$ cat src/rtl/count_event_monitor.sv
// Event monitor for a free-running up-counter: threshold, wrap,
// stall and skip detection queued in a 2-entry valid/ready FIFO.
module count_event_monitor #(
  parameter int WIDTH        = 8,
  parameter int STALL_CYCLES = 4
) (
  input  logic             clk,
  input  logic             rstn,
  input  logic             en,
  input  logic [WIDTH-1:0] q,
  input  logic             arm,
  input  logic [WIDTH-1:0] thresh,
  input  logic             clr,
  input  logic             evt_ready,
  output logic             evt_valid,
  output logic [1:0]       evt_code,
  output logic [WIDTH-1:0] evt_value,
  output logic [1:0]       state,
  output logic [3:0]       wrap_cnt,
  output logic             drop
);

  typedef enum logic [1:0] {
    S_IDLE  = 2'd0,
    S_ARMED = 2'd1,
    S_TRIP  = 2'd2
  } st_t;

  typedef enum logic [1:0] {
    E_THRESH = 2'd0,
    E_WRAP   = 2'd1,
    E_STALL  = 2'd2,
    E_SKIP   = 2'd3
  } ev_t;

  localparam logic [7:0] SC = 8'(STALL_CYCLES);

  st_t              r_state;
  logic             r_seen;
  logic [WIDTH-1:0] r_q_prev;
  logic [7:0]       r_stall;
  logic [3:0]       r_wc;
  logic             r_drop;

  logic [1:0]       r_code [2];
  logic [WIDTH-1:0] r_val  [2];
  logic             r_rd;
  logic             r_wr;
  logic [1:0]       r_cnt;

  logic             w_active;
  logic [WIDTH-1:0] w_qinc;
  logic             w_skip;
  logic             w_wrap;
  logic             w_thr;
  logic             w_stall;
  logic             w_multi;
  logic             w_push;
  ev_t              w_code;
  logic             w_valid;
  logic             w_pop;
  logic             w_full;
  logic             w_acc;
  logic             w_ovf;

  assign w_active = (r_state != S_IDLE) && r_seen;
  assign w_qinc   = r_q_prev + WIDTH'(1);

  assign w_skip  = w_active && (q != r_q_prev)
                && (q != w_qinc);
  assign w_wrap  = w_active && (&r_q_prev)
                && (q == '0);
  assign w_thr   = w_active && (r_state == S_ARMED)
                && (q == thresh) && (q != r_q_prev);
  // Fires only on the cycle the counter reaches the limit.
  assign w_stall = w_active && !en
                && (r_stall == SC - 8'd1);

  assign w_multi = $countones(
    {w_skip, w_wrap, w_thr, w_stall}) > 1;

  always_comb begin
    w_push = 1'b1;
    w_code = E_SKIP;
    if (w_skip)       w_code = E_SKIP;
    else if (w_wrap)  w_code = E_WRAP;
    else if (w_thr)   w_code = E_THRESH;
    else if (w_stall) w_code = E_STALL;
    else              w_push = 1'b0;
  end

  assign w_valid = (r_cnt != 2'd0);
  assign w_full  = (r_cnt == 2'd2);
  assign w_pop   = w_valid && evt_ready;
  assign w_acc   = w_push && (!w_full || w_pop);
  assign w_ovf   = w_push && !w_acc;

  always_ff @(posedge clk or negedge rstn) begin
    if (!rstn) begin
      r_state  <= S_IDLE;
      r_seen   <= 1'b0;
      r_q_prev <= '0;
      r_stall  <= 8'd0;
      r_wc     <= 4'd0;
      r_drop   <= 1'b0;
    end else begin
      r_seen   <= 1'b1;
      r_q_prev <= q;

      if (!w_active || en)
        r_stall <= 8'd0;
      else if (r_stall != SC)
        r_stall <= r_stall + 8'd1;

      if (w_wrap)
        r_wc <= clr ? 4'd1
              : (r_wc == 4'd15) ? 4'd15
              : r_wc + 4'd1;
      else if (clr)
        r_wc <= 4'd0;

      if (w_multi || w_ovf)
        r_drop <= 1'b1;
      else if (clr)
        r_drop <= 1'b0;

      unique case (r_state)
        S_IDLE:
          if (arm) r_state <= S_ARMED;
        S_ARMED:
          if (!arm)      r_state <= S_IDLE;
          else if (w_thr) r_state <= S_TRIP;
        S_TRIP:
          if (!arm) r_state <= S_IDLE;
        default:
          r_state <= S_IDLE;
      endcase
    end
  end

  always_ff @(posedge clk or negedge rstn) begin
    if (!rstn) begin
      r_code[0] <= 2'd0;
      r_code[1] <= 2'd0;
      r_val[0]  <= '0;
      r_val[1]  <= '0;
      r_rd      <= 1'b0;
      r_wr      <= 1'b0;
      r_cnt     <= 2'd0;
    end else begin
      if (w_acc) begin
        r_code[r_wr] <= w_code;
        r_val[r_wr]  <= q;
        r_wr         <= ~r_wr;
      end
      if (w_pop)
        r_rd <= ~r_rd;
      r_cnt <= r_cnt + {1'b0, w_acc}
                     - {1'b0, w_pop};
    end
  end

  assign evt_valid = w_valid;
  assign evt_code  = w_valid ? r_code[r_rd] : 2'd0;
  assign evt_value = w_valid ? r_val[r_rd] : '0;
  assign state     = r_state;
  assign wrap_cnt  = r_wc;
  assign drop      = r_drop;

endmodule

$ cat config.mk
export PLATFORM = sky130hd
export DESIGN_NAME = count_event_monitor
export DESIGN_NICKNAME = d
export VERILOG_FILES = /design/src/rtl/count_event_monitor.sv
export SDC_FILE = /design/constraint.sdc
export NUM_CORES = 1
export LEC_CHECK = 0
export CAP_MARGIN = 20
export CORE_MARGIN = 1.5
export CORE_UTILIZATION = 50
export CTS_BUF_LIST = sky130_fd_sc_hd__clkbuf_16
export DETAILED_ROUTE_END_ITERATION = 10
export PLACE_DENSITY = 0.85
export SYNTH_ARGS = -nofsm -noshare
export SYNTH_HDL_FRONTEND = slang
export SYNTH_SLANG_ARGS = --single-unit
$ cat constraint.sdc
create_clock -name clk -period 3.77 [get_ports clk]
set_clock_uncertainty 0.2 [all_clocks]
set_input_delay 0.754 -clock clk [delete_from_list [all_inputs] [get_ports clk]]
set_output_delay 0.754 -clock clk [all_outputs]
set_load 0.02 [all_outputs]
==> reports/results.md <==
Drt
* routed wire length: 5.57 mm
* met2 WL post-DR: 2.88 mm
* DRC violation total after the first TritonRoute iteration: 110
* Antenna Nets Post-Route: 0
* post-detailed-route DRC marker count: 0
* detailed-route wire length per cell: 15.6 µm
* wire length on met3: 259 µm
* total iterations of the first detailed-routing run: 5
* top layer reached by signal wires: met4
* post-detailed-route via-to-cell ratio: 5.52
* overall via count from detail_route: 1977
* routed metal-1 wire length: 2.32 mm

Finish
* diodes inserted: 0
* final net count: 315
* share of layout cells above drive strength 1: 14.2%
* area growth from synthesis to layout: 26.3%
* count of fill cells added during filler insertion: 405

Synthesis
* count of state elements after synthesis: 48
* EDFF count, synth: 0
* most instantiated flip-flop cell in the synthesis netlist: sky130_fd_sc_hd__dfrtp_1
* Synth Net Count: 270
* sequential fraction of the synthesis area: 46.3%
* mean post-synth cell area: 10.7 µm²
* Post-Synthesis Cells: 242
* share of flip-flops with an asynchronous set or reset after synthesis: 100%
* synth unique cells: 46
* number of warnings reported in the yosys synthesis log: 0
* fraction of post-synthesis cell area in the top cell type by area: 46.3%
* cell types occupying the most area after synthesis: sky130_fd_sc_hd__dfrtp_1 46%, sky130_fd_sc_hd__xor2_1 7.8%, sky130_fd_sc_hd__mux2_2 6.9%
* Post-Synthesis Cell Area: 2600 µm²
* library cell occupying the most area in the post-synthesis netlist: sky130_fd_sc_hd__dfrtp_1

Run status
* result of the run: complete, no violations

Pwr
* power density normalized to cell area: 595 nW/µm²
* Leakage Power: 1.40 nW
* Peak VDD IR: 0.290 mV
* total power: 1.95 mW

Worst setup path
* arrival time worst endpoint: 3.37 ns
* startpoint kind of the worst setup timing path: input port
* endpoint required time on the critical path: 3.78 ns
* reg2reg setup slack: 0.72 ns
* critical path start-end classification: in -> reg
* sort of element at the end of the critical path: register
* maximum fanout along the worst path: 6

Timing
* number of pins with negative max-slew slack in the final report: 0
* final hold slack: 0.260 ns
* unrepaired setup endpoints after global routing: false
* minimum clock period after layout: 3.36 ns
* transition time of the tightest slew-check pin: 0.768 ns
* count of final setup violators: 0
* period utilisation layout: 89.1%
* Final Hold Fails: 0
* remaining max-slew budget at the tightest pin: 48.6%
* Highest Clock Rate: 298 MHz
* sum of negative setup slack: 0 ns

Clock network
* Clock transition at path regs: 0.06 ns
* Post-CTS Setup Repair Bufs: 0
* TritonCTS clock tree: yes
* maximum number of buffers from clock root to sink: 2
* CTS sink count: 48
* Worst-Skew Late Latency: 0.29 ns
* number of instances resized during post-cts repair: 0
* hold-fix buffer count after cts: 0
* H-tree levels: 2
* Inserted Clock Buffers: 5
* CTS root buf: sky130_fd_sc_hd__clkbuf_16

Die
* DIE AREA: 5630 µm²
* effective utilization at floorplan: 51.5%
* Die Width: 75.1 µm
* die height: 75.1 µm
* num ports: 40
* core outline area: 5040 µm²
* FP Rows: 26

Global routing
* antenna violations before repair: 0
* GRT Overall Usage: 21.1%
* pin count of the biggest net entering global routing: 49
* global-route congestion overflow total: 0
* global-route wire length before repair: 9.00 mm
* number of global-route vias before repair: 1964

Placed design
* detailed placement HPWL: 3.98 mm
* number of buffers inserted by port buffering: 39
* weighted congestion at the end of routability-driven global placement: 0.834

Run
* Max Cap Violations: 0

Min path
* path type of the worst min-delay path: in -> async

==> cell usage after synthesis (2+ instances only) <==
master                      n
sky130_fd_sc_hd__a21oi_4    2
sky130_fd_sc_hd__a211oi_1   2
sky130_fd_sc_hd__and4b_1    2
sky130_fd_sc_hd__ha_1       5
sky130_fd_sc_hd__o22a_2     2
sky130_fd_sc_hd__nor2_1    25
sky130_fd_sc_hd__nor2b_1    4
sky130_fd_sc_hd__a21oi_1    8
sky130_fd_sc_hd__mux2_2    16
sky130_fd_sc_hd__a211o_1    2
sky130_fd_sc_hd__nand2_1    8
sky130_fd_sc_hd__buf_2      3
sky130_fd_sc_hd__clkbuf_1   6
sky130_fd_sc_hd__nor3b_1    2
sky130_fd_sc_hd__nand3_1    7
sky130_fd_sc_hd__nor4_1     3
sky130_fd_sc_hd__xnor2_1    8
sky130_fd_sc_hd__inv_1     12
sky130_fd_sc_hd__and4_1     2
sky130_fd_sc_hd__or4_1      2
sky130_fd_sc_hd__dfrtp_1   48
sky130_fd_sc_hd__mux2i_1   11
sky130_fd_sc_hd__nor3_1     3
sky130_fd_sc_hd__and3_1     4
sky130_fd_sc_hd__xor2_1    23
sky130_fd_sc_hd__o21ai_0    7
sky130_fd_sc_hd__nand4_1    3
sky130_fd_sc_hd__a31oi_1    4
==> layout make-up <==
| class | count | area (µm²) | share of cell area, % |
|---|---|---|---|
| Clock inverter | 3 | 37.5 | 1.15 |
| Inverter | 12 | 45.0 | 1.37 |
| Sequential cell | 48 | 1200 | 36.6 |
| Tap cell | 70 | 87.6 | 2.67 |
| Multi-Input combinational cell | 172 | 1310 | 39.9 |
| Clock buffer | 5 | 125 | 3.82 |
| Timing Repair Buffer | 48 | 473 | 14.4 |
==> cell families after synthesis <==
logic type	Yosys count	share of synthesized area (%)
DFF	48	46.3
other	1	0.144
muxes	27	11.2
xor gates and xnor gates	31	10.5
buffers and inverters	22	3.32
and+or+nand+nor	70	15.0
adders and majority gates	6	3.18
AOI/OAI and AO/OA	37	10.5
==> final timing paths <==
path	from	end	depth (start not counted)
max	q[4]	r_cnt[1]$_DFF_PN0_	9
min	rstn	wrap_cnt[2]$_DFFE_PN0P_	1
max reg2reg	r_q_prev[0]$_DFF_PN0_	drop$_DFFE_PN0P_	10
min reg2reg	state[1]$_DFFE_PN0P_	state[0]$_DFFE_PN0P_	1
max in group asynchronous	rstn	r_val[15]$_DFFE_PN0P_	2
min in group clk	state[1]$_DFFE_PN0P_	state[0]$_DFFE_PN0P_	1
==> layer usage <==
layer	track usage (%)	up-vias
met2	37.0	59
met4	6.46	0
met3	4.42	13
met5	0	-
met1	26.2	964
li1	-	941
==> registers in the layout, indices dropped and copies added (netlist names) <==
signal	flops
r_seen	1
r_q_prev	8
r_val	16
r_rd	1
wrap_cnt	4
state	2
r_cnt	2
drop	1
r_stall	8
r_code	4
r_wr	1
==> cell usage in the layout, fill, tap and decap left out, types with 3 or more instances in the layout <==
master / n
sky130_fd_sc_hd__nand2_1: 8
sky130_fd_sc_hd__nor2_1: 25
sky130_fd_sc_hd__nor3_1: 3
sky130_fd_sc_hd__a31oi_1: 4
sky130_fd_sc_hd__a21oi_1: 8
sky130_fd_sc_hd__buf_4: 8
sky130_fd_sc_hd__inv_1: 12
sky130_fd_sc_hd__and3_1: 4
sky130_fd_sc_hd__xnor2_1: 8
sky130_fd_sc_hd__dfrtp_1: 48
sky130_fd_sc_hd__ha_1: 5
sky130_fd_sc_hd__nand3_1: 7
sky130_fd_sc_hd__xor2_1: 23
sky130_fd_sc_hd__clkdlybuf4s50_1: 38
sky130_fd_sc_hd__nor4_1: 3
sky130_fd_sc_hd__mux2i_1: 11
sky130_fd_sc_hd__mux2_2: 16
sky130_fd_sc_hd__nand4_1: 3
sky130_fd_sc_hd__o21ai_0: 7
sky130_fd_sc_hd__nor2b_1: 4
sky130_fd_sc_hd__clkbuf_16: 5
==> critical path: stages <==
cell and delay, ns:
sky130_fd_sc_hd__clkdlybuf4s50_1 0.54, sky130_fd_sc_hd__or4_1 0.61, sky130_fd_sc_hd__nor4_4 0.41, sky130_fd_sc_hd__nor3_4 0.10
sky130_fd_sc_hd__a21boi_0 0.31, sky130_fd_sc_hd__a21bo_2 0.19, sky130_fd_sc_hd__ha_1 0.14, sky130_fd_sc_hd__xor2_1 0.17
sky130_fd_sc_hd__xnor2_1 0.13
==> report_power, final <==
part           total, mW  leakage [nW]  internal, mW  switching (mW)
Combinational      0.716         0.738         0.369           0.347
Clock              0.494        0.0789         0.308           0.186
Sequential         0.740         0.583         0.635           0.105
Total               1.95          1.40          1.31           0.638
==> stage by stage <==
stage	instance area, µm²	worst slack [ns]	cells	utilization [%]
6_report	3280	0.410	358	65.0
4_1_cts	3250	0.407	357	64.5
5_1_grt	3280	0.252	358	65.0
2_1_floorplan	2600	0.561	242	-
3_5_place_dp	3090	0.132	349	61.2
3_3_place_gp	3090	0.207	349	61.2
Note: power is estimated with default switching activity, not from simulation.
